[src/rtl/digit_seq_pkg.sv]
// Shared state encodings, digit constants and transition functions for the
// forward (2,1,2,7,8) and reverse (8,7,2,1,2) digit-sequence detectors.
package digit_seq_pkg;

    localparam logic [3:0] D1 = 4'd1;
    localparam logic [3:0] D2 = 4'd2;
    localparam logic [3:0] D7 = 4'd7;
    localparam logic [3:0] D8 = 4'd8;

    typedef enum logic [2:0] {F0, F1, F2, F3, F4} fwd_state_t;
    typedef enum logic [2:0] {R0, R1, R2, R3, R4} rev_state_t;

    // Digits outside {1,2,7,8} fall through to the F0 default.
    function automatic fwd_state_t fwd_next(input fwd_state_t s, input logic [3:0] d);
        fwd_state_t n;
        n = F0;
        case (s)
            F0: if (d == D2) n = F1;
            F1: if (d == D1) n = F2; else if (d == D2) n = F1;
            F2: if (d == D2) n = F3;
            F3: if (d == D7) n = F4; else if (d == D1) n = F2; else if (d == D2) n = F1;
            F4: if (d == D2) n = F1;
            default: n = F0;
        endcase
        return n;
    endfunction

    function automatic rev_state_t rev_next(input rev_state_t s, input logic [3:0] d);
        rev_state_t n;
        n = R0;
        case (s)
            R0: if (d == D8) n = R1;
            R1: if (d == D7) n = R2; else if (d == D8) n = R1;
            R2: if (d == D2) n = R3; else if (d == D8) n = R1;
            R3: if (d == D1) n = R4; else if (d == D8) n = R1;
            R4: if (d == D8) n = R1;
            default: n = R0;
        endcase
        return n;
    endfunction

    // True on the valid digit that completes a sequence from the last state.
    function automatic logic final_hit(input bit rev, input logic [2:0] st,
                                       input logic [3:0] d, input logic vld);
        return vld && (st == 3'd4) && (d == (rev ? D2 : D8));
    endfunction

endpackage

[src/rtl/digit_seq_detector_if.sv]
// Digit stream in, match pulses / counter / progress out.
interface digit_seq_detector_if #(parameter int CNT_W = 8);
    logic [3:0]       in;
    logic             in_valid;
    logic             clr_cnt;
    logic             match_fwd;
    logic             match_rev;
    logic [CNT_W-1:0] match_cnt;
    logic [2:0]       progress;

    modport master (output in, in_valid, clr_cnt,
                    input  match_fwd, match_rev, match_cnt, progress);
    modport slave  (input  in, in_valid, clr_cnt,
                    output match_fwd, match_rev, match_cnt, progress);
endinterface

[src/rtl/digit_seq_detector_seq_step.sv]
// One sequence detector FSM; REV selects the reverse (8,7,2,1,2) pattern.
// state is the registered match-depth index 0..4, match a one-cycle pulse.
module seq_step
    import digit_seq_pkg::*;
#(
    parameter bit REV = 1'b0
) (
    input  logic       clk,
    input  logic       rst,
    input  logic [3:0] digit,
    input  logic       valid,
    output logic [2:0] state,
    output logic       match
);

    logic [2:0] nxt;

    always_comb begin
        nxt = state;
        if (REV) nxt = rev_next(rev_state_t'(state), digit);
        else     nxt = fwd_next(fwd_state_t'(state), digit);
    end

    always_ff @(posedge clk) begin
        if (rst) begin
            state <= 3'd0;
            match <= 1'b0;
        end else begin
            match <= final_hit(REV, state, digit, valid);
            if (valid) state <= nxt;
        end
    end

endmodule

[src/rtl/digit_seq_detector.sv]
// Forward/reverse digit-sequence detector with saturating match counter.
// Build option: define DIGIT_SEQ_REV_EN to include the reverse detector.
module digit_seq_detector
    import digit_seq_pkg::*;
#(
    parameter int CNT_W = 8
) (
    input  logic clk,
    input  logic rst,
    digit_seq_detector_if.slave bus
);

    logic [2:0]       fwd_state;
    logic             fwd_hit;
    logic             rev_hit;
    logic [CNT_W-1:0] cnt;

    seq_step #(.REV(1'b0)) u_fwd (
        .clk   (clk),
        .rst   (rst),
        .digit (bus.in),
        .valid (bus.in_valid),
        .state (fwd_state),
        .match (bus.match_fwd)
    );

    assign fwd_hit      = final_hit(1'b0, fwd_state, bus.in, bus.in_valid);
    assign bus.progress = fwd_state;

`ifdef DIGIT_SEQ_REV_EN
    logic [2:0] rev_state;

    seq_step #(.REV(1'b1)) u_rev (
        .clk   (clk),
        .rst   (rst),
        .digit (bus.in),
        .valid (bus.in_valid),
        .state (rev_state),
        .match (bus.match_rev)
    );

    assign rev_hit = final_hit(1'b1, rev_state, bus.in, bus.in_valid);
`else
    assign rev_hit       = 1'b0;
    assign bus.match_rev = 1'b0;
`endif

    // Counter moves on the same edge that launches the match pulse; the two
    // hits can never coincide because the final digits differ.
    always_ff @(posedge clk) begin
        if (rst || bus.clr_cnt)
            cnt <= '0;
        else if ((fwd_hit || rev_hit) && (cnt != {CNT_W{1'b1}}))
            cnt <= cnt + 1'b1;
    end

    assign bus.match_cnt = cnt;

endmodule

[src/flat_wrapper.sv]
// flat-port wrapper written by rule: the top's interface ports become plain ports
module digit_seq_detector_flat import digit_seq_pkg::*;
#(
    parameter int CNT_W = 8
)
  (clk, rst, bus_in, bus_in_valid, bus_clr_cnt, bus_match_fwd, bus_match_rev, bus_match_cnt, bus_progress);
  digit_seq_detector_if #(.CNT_W(CNT_W)) bus_i ();
  input  logic clk;
  input  logic rst;
  input wire logic [$bits(bus_i.in)-1:0] bus_in;
  input wire logic [$bits(bus_i.in_valid)-1:0] bus_in_valid;
  input wire logic [$bits(bus_i.clr_cnt)-1:0] bus_clr_cnt;
  output wire logic [$bits(bus_i.match_fwd)-1:0] bus_match_fwd;
  output wire logic [$bits(bus_i.match_rev)-1:0] bus_match_rev;
  output wire logic [$bits(bus_i.match_cnt)-1:0] bus_match_cnt;
  output wire logic [$bits(bus_i.progress)-1:0] bus_progress;
  assign bus_i.in = bus_in;
  assign bus_i.in_valid = bus_in_valid;
  assign bus_i.clr_cnt = bus_clr_cnt;
  assign bus_match_fwd = bus_i.match_fwd;
  assign bus_match_rev = bus_i.match_rev;
  assign bus_match_cnt = bus_i.match_cnt;
  assign bus_progress = bus_i.progress;
  digit_seq_detector #(.CNT_W(CNT_W)) u_core (.clk(clk), .rst(rst), .bus(bus_i));
endmodule
[config.mk]
export PLATFORM = sky130hd
export DESIGN_NAME = digit_seq_detector_flat
export DESIGN_NICKNAME = d
export VERILOG_FILES = /design/src/rtl/digit_seq_pkg.sv /design/src/rtl/digit_seq_detector_if.sv /design/src/rtl/digit_seq_detector_seq_step.sv /design/src/rtl/digit_seq_detector.sv /design/src/flat_wrapper.sv
export SDC_FILE = /design/constraint.sdc
export NUM_CORES = 1
export LEC_CHECK = 0
export BUFFER_PORTS_ARGS = -buffer_cell sky130_fd_sc_hd__buf_4
export CAP_MARGIN = 30
export CORE_MARGIN = 10
export CORE_UTILIZATION = 46
export CTS_CLUSTER_SIZE = 24
export DETAILED_ROUTE_END_ITERATION = 10
export PLACE_DENSITY = 0.74
export SYNTH_ARGS = -nofsm -noshare
export SYNTH_HDL_FRONTEND = slang
export SYNTH_SLANG_ARGS = --single-unit
[constraint.sdc]
create_clock -name clk -period 1.8 [get_ports clk]
set_input_delay 0.27 -clock clk [delete_from_list [all_inputs] [get_ports clk]]
set_output_delay 0.27 -clock clk [all_outputs]
set_load 0.005 [all_outputs]
# --- Yosys cells after proc, flatten, opt, wreduce, memory -nomap -nowiden ---
# Cells that the tools add are included.
# Widths: inputs -> output; s select.
word_totals:
  reg_bits: 12
  in_bits: 8
  out_inout_bits: 13
  wordCells: 24
op_classes:
  add_sub_neg: 1
  n_eq_ne: 9
  n_mux: 5
  n_reduce_logical: 6
op_table:
  columns: ["operator", "n"]
  rows:
  - ["$pmux 3 s4", 1]
  - ["$add 8x1->8 const B", 1]
  - ["$ne 8x8->1 const B", 1]
  - ["$eq 3x2->1 const B", 2]
  - ["$eq 4x1->1 const B", 1]
  - ["$eq 4x2->1 const B", 1]
  - ["$eq 4x3->1 const B", 1]
  - ["$eq 4x4->1 const B", 1]
  - ["$mux 2", 2]
  - ["$eq 3x1->1 const B", 1]
  - ["$eq 3x3->1 const B", 1]
  - ["$logic_and 1x1->1", 3]
  - ["$logic_not 3->1", 1]
  - ["$mux 3", 1]
  - ["$reduce_or 2->1", 1]
  - ["$logic_or 1x1->1", 1]
  - ["$mux 1", 1]

# --- Longest topological paths before layout ---
# Gate-level depths: netlist (run 1).
logic_depth:
  word_depth: 5
  mapped_depth: 6
  ltp_nobuf: 5

# --- Modules after synthesis ---
# Synthesis (run 1) repeated with hierarchy kept, for this count alone.
unflattened:
  hier_cells: 74
  hier_area_um2: 668.1
modules_own_cells:
  columns: ["mod", "n_inst", "cells_per_inst", "area_per_inst_um2", "seq_area_each_um2"]
  rows:
  - ["digit_seq_detector", 1, 51, 454.2, 160.2]
  - ["seq_step", 1, 23, 214.0, 80.1]

# --- Worst setup path before layout (run 1) ---
# OpenSTA, ideal clock, no wires.
synth_path:
  kind: "register to register"
  startpoint: "reg u_core.u_fwd.state[1]"
  endpoint: "reg u_core.cnt[6] (netlist: u_core.bus.match_cnt[6])"
  setup_time_ps: 70
  t_arrival_ps: 1406
  required_ps: 1730
  slack_ps: 324
  stages_incl_launch_ff: 6
  n_path_buf: 1
  period_less_slack_ps: 1476
  path_cell_list: "dfxtp_1 nor4b_4 o211ai_2 buf_6 or3_1 a21oi_1"
synth_between:
  elab_chain_len: 4
synth_rtl:
  columns: ["element", "line", "rtl"]
  rows:
  - ["from (decl)", "digit_seq_detector_seq_step.sv:12", "output logic [2:0] state,"]
  - ["from (signal assigned)", "digit_seq_detector_seq_step.sv:30", "if (valid) state <= nxt;"]
  - ["$eq 3x3->1", "digit_seq_pkg.sv:45", "return vld && (st == 3'd4) && (d == (rev ? D2 : D8));"]
  - ["$logic_and 1x1->1 (2 in a row)", "digit_seq_pkg.sv:45", null]
  - ["$logic_and 1x1->1", "digit_seq_detector.sv:53", "else if ((fwd_hit || rev_hit) && (cnt != {CNT_W{1'b1}}))"]
  - ["to (signal assigned)", "digit_seq_detector.sv:54", "cnt <= cnt + 1'b1;"]
  - ["to (decl)", "digit_seq_detector.sv:16", "logic [CNT_W-1:0] cnt;"]
# Every way passes these cells.
# A chain may end at the register's enable or synchronous reset.

# --- Worst setup path in the final report (run 1) ---
layout_path:
  startpoint: "reg u_core.u_fwd.state[1]"
  endpoint: "reg u_core.cnt[7] (netlist: u_core.bus.match_cnt[7])"
# The elaborated chain is that of the path after synthesis.

==> impl_metrics.yaml, run 1 <==
sta:
  drv_slew: 0
  tns_ns: 0
  fin_crit_ns: 1.61
  rsz0062_at_grt: "false"
  fmax_mhz: 623
  setup_viol: 0
  fin_skew_ns: 0.00156
  finalCritPeriodShare_pct: 89.2
  finalHoldViolations: 0
logic_synthesis:
  synth_ff_type: "dfxtp_1"
  synthCells: 69
  yosysWarnings: 0
  synth_edf_count: 0
  yosysUniqueCellTypes: 29
  syn_avg_cell_area_um2: 8.85
  ys_ff_latch: 12
  syn_area_um2: 611
  syn_nets: 78
  async_flop_share_pct: 0
  ys_seq_area_share_pct: 39.3
worst_setup_path:
  critPathKind: "flop to flop"
  max_stage_delay_ns: 0.50
  cp.arrival_ns: 1.82
  cp-end-kind: "flop"
  critPathMaxFanout: 9
  cp_top_family: "simple AND/OR/NAND/NOR gates"
  slowest_stage: "or4_1"
  crit_chain: "nor4b_4, o211ai_2, or4_1, a21oi_1"
  worst-path-buf-inv: 0
  required_ns: 2.01
  start_kind: "flop"
place:
  dpl.hpwl_um: 1160
  globalplace.congestion: 0.886
  port_buffers: 19
  dpl_cell_area_um2: 764
clock_tree:
  cts_setup_buffers: 0
  clkTransAtPathRegs_ns: 0.07
  cts_resized: 0
  cts-root-buf: "clkbuf_4"
  cts_tree: "done"
  numCtsBuffers: 3
  htreeDepth: 1
  clock_latency_ns: 0.27
  cts_sinks: 12
  clockBufferDepth: 2
  cts_hold_buf: 0
routing:
  via_per_inst: 5.64
  wl_um: 1460
  antenna_left: 0
  wire_per_inst_um: 13.7
  first_pass_iters: 4
  num_vias: 598
  drtIter0Drc: 25
  drcViolationCount: 0
floorplan:
  fp.dieW_um: 56.4
  start_util_pct: 48.1
  dieArea_um2: 3180
  fp.dieH_um: 56.4
  coreArea_um2: 1270
  io_pins: 21
  fp-row-count: 13
power:
  power_density_nw_per_um2: 633
  power.static_leakage_uw: 0.000321
  totalPowerFinal_uw: 507
  peakVddDrop_uv: 537
finish:
  areaGrowthSynthToFinish_pct: 31.1
  final_layout_size_suffix_gt1_share_pct: 36.3
  stdcell_area_um2: 801
  num_antenna_cells: 0
  layout.nets: 101
  layout_commonest_cell: "buf_4"
  utilization_pct: 63.1
  layout_common_cells: "21 x buf_4, 12 x dfxtp_1, 9 x a21oi_1"
global_routing:
  grt_pass1_vias: 587
  grt_max_degree: 10
  overflow: 0
  gr-usage-all-layers_pct: 9.47
  grt_antenna_before_repair: 0
  grt_pass1_wl_um: 2520
worst_hold_path:
  hold_class: "input pin to flop"
status:
  status: "completed"
job:
  drv_cap: 0
cells in the mapped netlist (2+ instances only):
cell type  count  share of area, %
inv_1          2               1.2
nand3_1        3               2.5
o21ai_0        6               4.9
a21oi_1        9               7.4
or3_2          3               3.7
nand4_1        5               5.1
nand2_1        2               1.2
or3_1          2               2.0
dfxtp_1       12                39
nor2_1         6               3.7
logic make-up (layout without fill, tap and decap cells):
family | count (synthesis) | in the layout | share of synthesized area [%]
buffers and inverters | 5 | 27 | 4.92
other | 1 | 1 | 0.614
muxes | 1 | 1 | 1.64
adders and majority gates | 1 | 1 | 2.05
and+or+nand+nor | 30 | 30 | 33.0
xor gates and xnor gates | 1 | 1 | 1.43
DFF | 12 | 12 | 39.3
AOI/OAI and AO/OA | 18 | 18 | 17.0
state kept, by name (all words and copies together) (netlist names):
register	cells
u_core.bus.match_cnt	8
u_core.u_fwd.state	3
u_core.u_fwd.match	1
metal layers:
metal	part of all wire, %	track usage [%]	up-vias
met2	49	15.4	25
met5	0	0	-
li1	-	-	298
met1	41	10.4	273
met4	0.41	3.09	0
met3	9.3	4.72	2
power breakdown:
group / leakage [uW] / internal, uW / switching (uW) / total [uW]
clock: 0.0000210 / 123 / 87.9 / 211
combinational: 0.000203 / 14.9 / 15.3 / 30.2
sequential: 0.0000966 / 266 / 0.512 / 266
worst register-to-register path: stages (launching register included):
cell      delay (ns)
dfxtp_1         0.36
nor4b_4         0.32
o211ai_2        0.21
or4_1           0.50
a21oi_1         0.15
through the flow:
stage / hold slack (ns) / std cells / setup slack [ns]
after detailed placement: 0.480 / 102 / 0.190
after global routing: 0.187 / 106 / 0.0395
after global placement: 0.473 / 102 / 0.215
after floorplan: 0.339 / 69 / 0.324
final: 0.187 / 106 / 0.194
after CTS: 0.184 / 106 / 0.188
area by class of cell:
cell class | instances | area, um^2
Tap cell | 15 | 18.8
Timing Repair Buffer | 21 | 158
Inverter | 2 | 7.51
Multi-Input combinational cell | 52 | 340
Sequential cell | 12 | 240
Fill cell | 110 | 468
Clock buffer | 4 | 36.3
worst paths after layout:
| kind | endpoint | depth (start not counted) | from | slack, ns |
|---|---|---|---|---|
| worst max-delay path | u_core.bus.match_cnt[7] | 4 | u_core.u_fwd.state[1] | 0.19 |
| worst max register to register | u_core.bus.match_cnt[7] | 4 | u_core.u_fwd.state[1] | 0.19 |
| worst min-delay path | u_core.u_fwd.match | 2 | rst | 0.19 |
| worst min register to register | u_core.bus.match_cnt[4] | 2 | u_core.bus.match_cnt[4] | 0.51 |
(Power assumes the default switching activity.)
==> inputs of run 2 (changes only) <==
--- a/config.mk
+++ b/config.mk
@@ -5,13 +5,14 @@
 export SDC_FILE = /design/constraint.sdc
 export NUM_CORES = 1
 export LEC_CHECK = 0
+export ABC_AREA = 1
 export BUFFER_PORTS_ARGS = -buffer_cell sky130_fd_sc_hd__buf_4
 export CAP_MARGIN = 30
 export CORE_MARGIN = 10
-export CORE_UTILIZATION = 46
+export CORE_UTILIZATION = 51
 export CTS_CLUSTER_SIZE = 24
 export DETAILED_ROUTE_END_ITERATION = 10
-export PLACE_DENSITY = 0.74
+export PLACE_DENSITY = 0.77
 export SYNTH_ARGS = -nofsm -noshare
 export SYNTH_HDL_FRONTEND = slang
 export SYNTH_SLANG_ARGS = --single-unit
==> impl_metrics.yaml, run 2 <==
status:
  status: "completed"
clock_tree:
  cts_sinks: 12
  cts-root-buf: "clkbuf_4"
  cts_resized: 0
  clockBufferDepth: 2
  cts_tree: "done"
  cts_hold_buf: 0
  clkTransAtPathRegs_ns: 0.08
  clock_latency_ns: 0.27
  cts_setup_buffers: 0
  numCtsBuffers: 3
  htreeDepth: 1
global_routing:
  gr-usage-all-layers_pct: 11.4
  grt_pass1_vias: 764
  grt_max_degree: 8
  grt_pass1_wl_um: 3320
  overflow: 0
  grt_antenna_before_repair: 0
sta:
  finalHoldViolations: 0
  fin_skew_ns: 0.00740
  tns_ns: 0
  fmax_mhz: 734
  hold_slack_ns: 0.191
  setup_viol: 0
  fin_crit_ns: 1.36
  drv_slew: 0
  finalCritPeriodShare_pct: 75.7
  setup_slack_ns: 0.437
  rsz0062_at_grt: "false"
place:
  dpl.hpwl_um: 1610
  globalplace.congestion: 0.838
  place_ws_ns: 0.467
  port_buffers: 19
  placed_cells: 167
logic_synthesis:
  synthCells: 133
  synthAdderAreaFrac_pct: 1.52
  yosysTopAreaCellShare_pct: 29.1
  yosysUniqueCellTypes: 23
  syn_nets: 142
  ys_ff_latch: 12
  post-synth-top-area-cell: "dfxtp_1"
  synth-compound-area-share_pct: 6.82
  muxShareOfSynthArea_pct: 0
  post-synth-top-count-cell: "nand2_1"
  ys_seq_area_share_pct: 29.1
  syn_avg_cell_area_um2: 6.21
  synthTopCellsByArea: "dfxtp_1 29%, nand2_1 17%, nor2_1 8.6%"
  async_flop_share_pct: 0
  synth_edf_count: 0
  synth_commonest_cells: "37 x nand2_1, 19 x nor2_1, 18 x inv_1"
  synth-xor-area-share_pct: 1.06
  synth-simple-area-share_pct: 50.0
  syn_area_um2: 826
  synth_top_family_by_area: "simple AND/OR/NAND/NOR gates"
  yosysWarnings: 0
  synth_ff_type: "dfxtp_1"
routing:
  first_pass_iters: 4
  num_vias: 848
  wire_per_inst_um: 11.4
  via_per_inst: 4.96
  antenna_left: 0
  drtIter0Drc: 32
  drcViolationCount: 0
  wl_um: 1950
worst_setup_path:
  path_common_cell: "nand2_4"
  cp-end-kind: "flop"
  slowest_stage: "dfxtp_1"
  r2r-end: "u_core.bus.match_cnt[4]"
  cp.arrival_ns: 1.56
  critPathMaxFanout: 6
  crit-reg2reg-launch: "u_core.bus.match_cnt[1]"
  r2r_slack_ns: 0.44
  rr_worst_depth: 7
  crit_chain: "ha_1, nand3_2, inv_2, nand2_4, nand2_4, nand2_1, a21oi_1"
  start_kind: "flop"
  critPathKind: "flop to flop"
  required_ns: 2.00
  max_stage_delay_ns: 0.40
worst_hold_path:
  min_to: "u_core.u_fwd.state[0]"
  holdPathStages: 2
  hold_class: "input pin to flop"
  min-delay-start: "rst"
power:
  power_density_nw_per_um2: 511
  peakVddDrop_uv: 393
  power.static_leakage_uw: 0.000486
finish:
  num_antenna_cells: 0
  final_layout_size_suffix_gt1_share_pct: 26.5
  largest_reg_flops: 8
  stdcell_count: 171
  layout.nets: 165
  areaGrowthSynthToFinish_pct: 23.2
  layout_commonest_cell: "nand2_1"
  fill_cells: 147
  layout_common_cells: "37 x nand2_1, 19 x nor2_1, 19 x buf_4"
floorplan:
  fp-row-count: 14
  fp.dieW_um: 60.2
  coreArea_um2: 1520
  fp.dieH_um: 60.2
  io_pins: 21
  dieArea_um2: 3630
  start_util_pct: 54.2
job:
  drv_cap: 0
run 2: cell types whose count changed after synthesis, sizes merged, moves of 2 or more:
cell,previous run,this run
nand3,3,10
nor2,6,26
buf,3,1
or3,5,0
o21ai,6,2
nor3,0,3
inv,2,21
nand4,5,3
nand2,2,42
run 2: routing by layer:
layer | track usage [%] | up-vias | share of wire [%] | wire length (um)
met5 | 0 | - | 0 | 0
met4 | 1.92 | 0 | 0.31 | 6
met3 | 3.81 | 2 | 7.6 | 148
met2 | 16.6 | 26 | 43 | 829
met1 | 15.9 | 364 | 49 | 962
li1 | - | 456 | - | -
run 2: where the power goes:
| group | switching [uW] | total [uW] | internal (uW) |
|---|---|---|---|
| combinational | 22.7 | 39.3 | 16.6 |
| clock | 91.5 | 214 | 123 |
| sequential | 0.662 | 266 | 265 |
| total | 115 | 520 | 405 |
run 2: area by class of cell:
| class | count | area [um^2] | area share (%) |
|---|---|---|---|
| Clock buffer | 4 | 36.3 | 3.57 |
| Inverter | 22 | 83.8 | 8.24 |
| Multi-Input combinational cell | 98 | 494 | 48.6 |
| Sequential cell | 12 | 240 | 23.6 |
| Tap cell | 16 | 20.0 | 1.97 |
| Timing Repair Buffer | 19 | 143 | 14.0 |
run 2: through the flow:
step | utilization [%] | power (uW) | instance area [um^2]
2_1_floorplan | - | 291 | 826
3_3_place_gp | 64.4 | 311 | 981
3_5_place_dp | 64.4 | 311 | 981
5_1_grt | 66.7 | 541 | 1020
6_report | 66.7 | 520 | 1020
4_1_cts | 66.7 | 522 | 1020
run 2: logic make-up (layout without fill, tap and decap cells):
logic type,after synthesis,in the layout
AO/OA/AOI/OAI,11,11
XOR/XNOR,1,1
adder cells (fa/ha/maj),1,1
buffers and inverters,23,45
flip-flops,12,12
other,1,1
AND/OR/NAND/NOR,84,84
run 2: worst max path at each step:
stage | startpoint | endpoint | slack [ns] | cells after the start
final | u_core.bus.match_cnt[1] | u_core.bus.match_cnt[4] | 0.44 | 7
after global routing | u_core.bus.match_cnt[1] | u_core.bus.match_cnt[3] | 0.32 | 7
after CTS | u_core.bus.match_cnt[1] | u_core.bus.match_cnt[4] | 0.45 | 7
after detailed placement | u_core.bus.match_cnt[0] | u_core.bus.match_cnt[4] | 0.47 | 7
after global placement | u_core.bus.match_cnt[1] | u_core.bus.match_cnt[0] | 0.50 | 7
after floorplan | u_core.bus.match_cnt[0] | u_core.bus.match_cnt[4] | 0.62 | 7
run 2: critical path, delay by kind of cell, from the launching register on:
family,cells,cell delay [ns]
flip-flops,1,0.40
AND/OR/NAND/NOR,4,0.38
adder cells (fa/ha/maj),1,0.25
AO/OA/AOI/OAI,1,0.15
buffers and inverters,1,0.11
==> inputs of run 3 (changes only) <==
--- a/config.mk
+++ b/config.mk
@@ -9,10 +9,10 @@
 export BUFFER_PORTS_ARGS = -buffer_cell sky130_fd_sc_hd__buf_4
 export CAP_MARGIN = 30
 export CORE_MARGIN = 10
-export CORE_UTILIZATION = 51
+export CORE_UTILIZATION = 46
 export CTS_CLUSTER_SIZE = 24
 export DETAILED_ROUTE_END_ITERATION = 10
-export PLACE_DENSITY = 0.77
+export PLACE_DENSITY = 0.74
 export SYNTH_ARGS = -nofsm -noshare
 export SYNTH_HDL_FRONTEND = slang
 export SYNTH_SLANG_ARGS = --single-unit
==> constraint.sdc (replaced) <==
create_clock -name clk -period 1.1 [get_ports clk]
set_input_delay 0.165 -clock clk [delete_from_list [all_inputs] [get_ports clk]]
set_output_delay 0.165 -clock clk [all_outputs]
set_load 0.005 [all_outputs]
==> impl_metrics.yaml, run 3 (synthesis results as in run 2) <==
clock_tree:
  clockBufferDepth: 2
  htreeDepth: 1
  cts_sinks: 12
  cts-root-buf: "clkbuf_4"
  clkTransAtPathRegs_ns: 0.08
  cts_tree: "done"
  numCtsBuffers: 3
  clock_latency_ns: 0.28
sta:
  rsz0062_at_grt: "true"
  tns_ns: -0.119
  finalCritPeriodShare_pct: 105
  fmax_mhz: 870
  fin_skew_ns: 0.00451
  hold_slack_ns: 0.0651
  drv_slew: 0
  setup_viol: 7
  fin_crit_ns: 1.15
  finalHoldViolations: 0
  setup_slack_ns: -0.0500
finish:
  final_layout_size_suffix_gt1_share_pct: 47.1
  multi_input_area_um2: 591
  layout.nets: 181
  seq_area_um2: 264
  layout_commonest_cell: "nand2_1"
  largest_reg_flops: 8
  num_antenna_cells: 0
  layout_common_cells: "35 x nand2_1, 33 x buf_4, 18 x inv_1"
  areaGrowthSynthToFinish_pct: 53.2
  fill_cells: 129
worst_setup_path:
  startpoint: "u_core.bus.match_cnt[0]"
  cp.arrival_ns: 1.32
  start_kind: "flop"
  rr_worst_depth: 7
  path_depth: 7
  required_ns: 1.27
  worst-path-buf-inv: 2
  critPathMaxFanout: 6
  critPathKind: "flop to flop"
  cp-end-kind: "flop"
  r2r-end: "u_core.bus.match_cnt[4]"
  crit-reg2reg-launch: "u_core.bus.match_cnt[0]"
  slowest_stage: "dfxtp_4"
  crit_path_end: "u_core.bus.match_cnt[4]"
  cp_top_family: "flip-flops"
  crit_chain: "ha_4, nand3_4, inv_4, nand2_8, buf_6, nand3_2, a21oi_1"
  max_stage_delay_ns: 0.38
  r2r_slack_ns: -0.05
routing:
  drcViolationCount: 0
  first_pass_iters: 4
  antenna_left: 0
  via_per_inst: 4.89
  num_vias: 953
  wl_um: 2420
  drtIter0Drc: 32
  wire_per_inst_um: 12.4
power:
  power.static_leakage_uw: 0.000552
  power_density_nw_per_um2: 623
  peakVddDrop_uv: 617
  totalPowerFinal_uw: 788
worst_hold_path:
  min-delay-start: "rst"
  hold_class: "input pin to flop"
  holdPathStages: 2
global_routing:
  grt_pass1_wl_um: 3880
  overflow: 0
  grt_pass1_vias: 901
  grt_antenna_before_repair: 0
  grt_max_degree: 7
  gr-usage-all-layers_pct: 11.9
floorplan:
  fp.dieH_um: 62.4
  fp.dieW_um: 62.4
  dieArea_um2: 3890
  fp-row-count: 15
  start_util_pct: 48.4
  io_pins: 21
  coreArea_um2: 1710
status:
  violations: "setup timing"
  status: "finished with violations"
place:
  dpl.hpwl_um: 1870
  globalplace.congestion: 0.897
  port_buffers: 19
job:
  drv_cap: 0
==> run 3: changes by cell type in the layout (fill, tap and decap cells not counted), moves of 5 or more <==
cell,previous run,this run
buf_4,19,33
dfxtp_1,12,3
nor2_1,19,13
dfxtp_4,0,5
==> run 3: final cells by class <==
| cell class | instances | share of cell area [%] |
|---|---|---|
| clock buffers | 3 | 1.78 |
| flip-flops and latches | 12 | 20.9 |
| well taps | 25 | 2.47 |
| multi-input cells | 98 | 46.7 |
| inverters | 22 | 6.82 |
| repair buffers | 35 | 21.4 |
==> run 3: per-stage QoR <==
step	utilization (%)	cell area, um^2	std cells	setup slack, ns
5_1_grt	74.1	1260	195	-0.0874
3_5_place_dp	65.1	1110	190	-0.0594
4_1_cts	68.3	1170	194	-0.0213
6_report	74.1	1260	195	-0.0500
2_1_floorplan	-	841	133	0.0116
3_3_place_gp	65.1	1110	190	-0.0465
==> run 3: layer usage <==
layer | routed length, um | part of all wire [%] | global-route usage [%]
met3 | 118 | 4.9 | 3.23
met4 | 45 | 1.9 | 5.31
met1 | 1070 | 44 | 14.5
met2 | 1180 | 49 | 19.1
met5 | 0 | 0 | 0
==> run 3: how the worst min path moves through the flow <==
stage,endpoint,slack [ns]
floorplan,u_core.u_fwd.state[1],0.23
global placement,u_core.u_fwd.state[1],0.37
detailed placement,u_core.u_fwd.state[1],0.36
CTS,u_core.u_fwd.state[1],0.06
global route,u_core.u_fwd.state[2],0.06
finish,u_core.u_fwd.state[2],0.07
==> run 3: what timing repair did <==
| action | 4_1_cts | 5_1_grt |
|---|---|---|
| hold buffers | 0 | 0 |
| setup endpoints to repair | 11 | 12 |
| hold endpoints to repair | 0 | 0 |
| pin swaps | 9 | 14 |
| gates resized for setup | 10 | 26 |
| buffers inserted | 1 | 1 |
==> run 3: where the power goes <==
part / switching [uW] / leakage (uW) / internal [uW] / total [uW]
logic: 44.0 / 0.000435 / 35.0 / 79.0
clock network: 158 / 0.0000138 / 127 / 286
registers: 0.831 / 0.000103 / 422 / 423
total: 203 / 0.000552 / 585 / 788
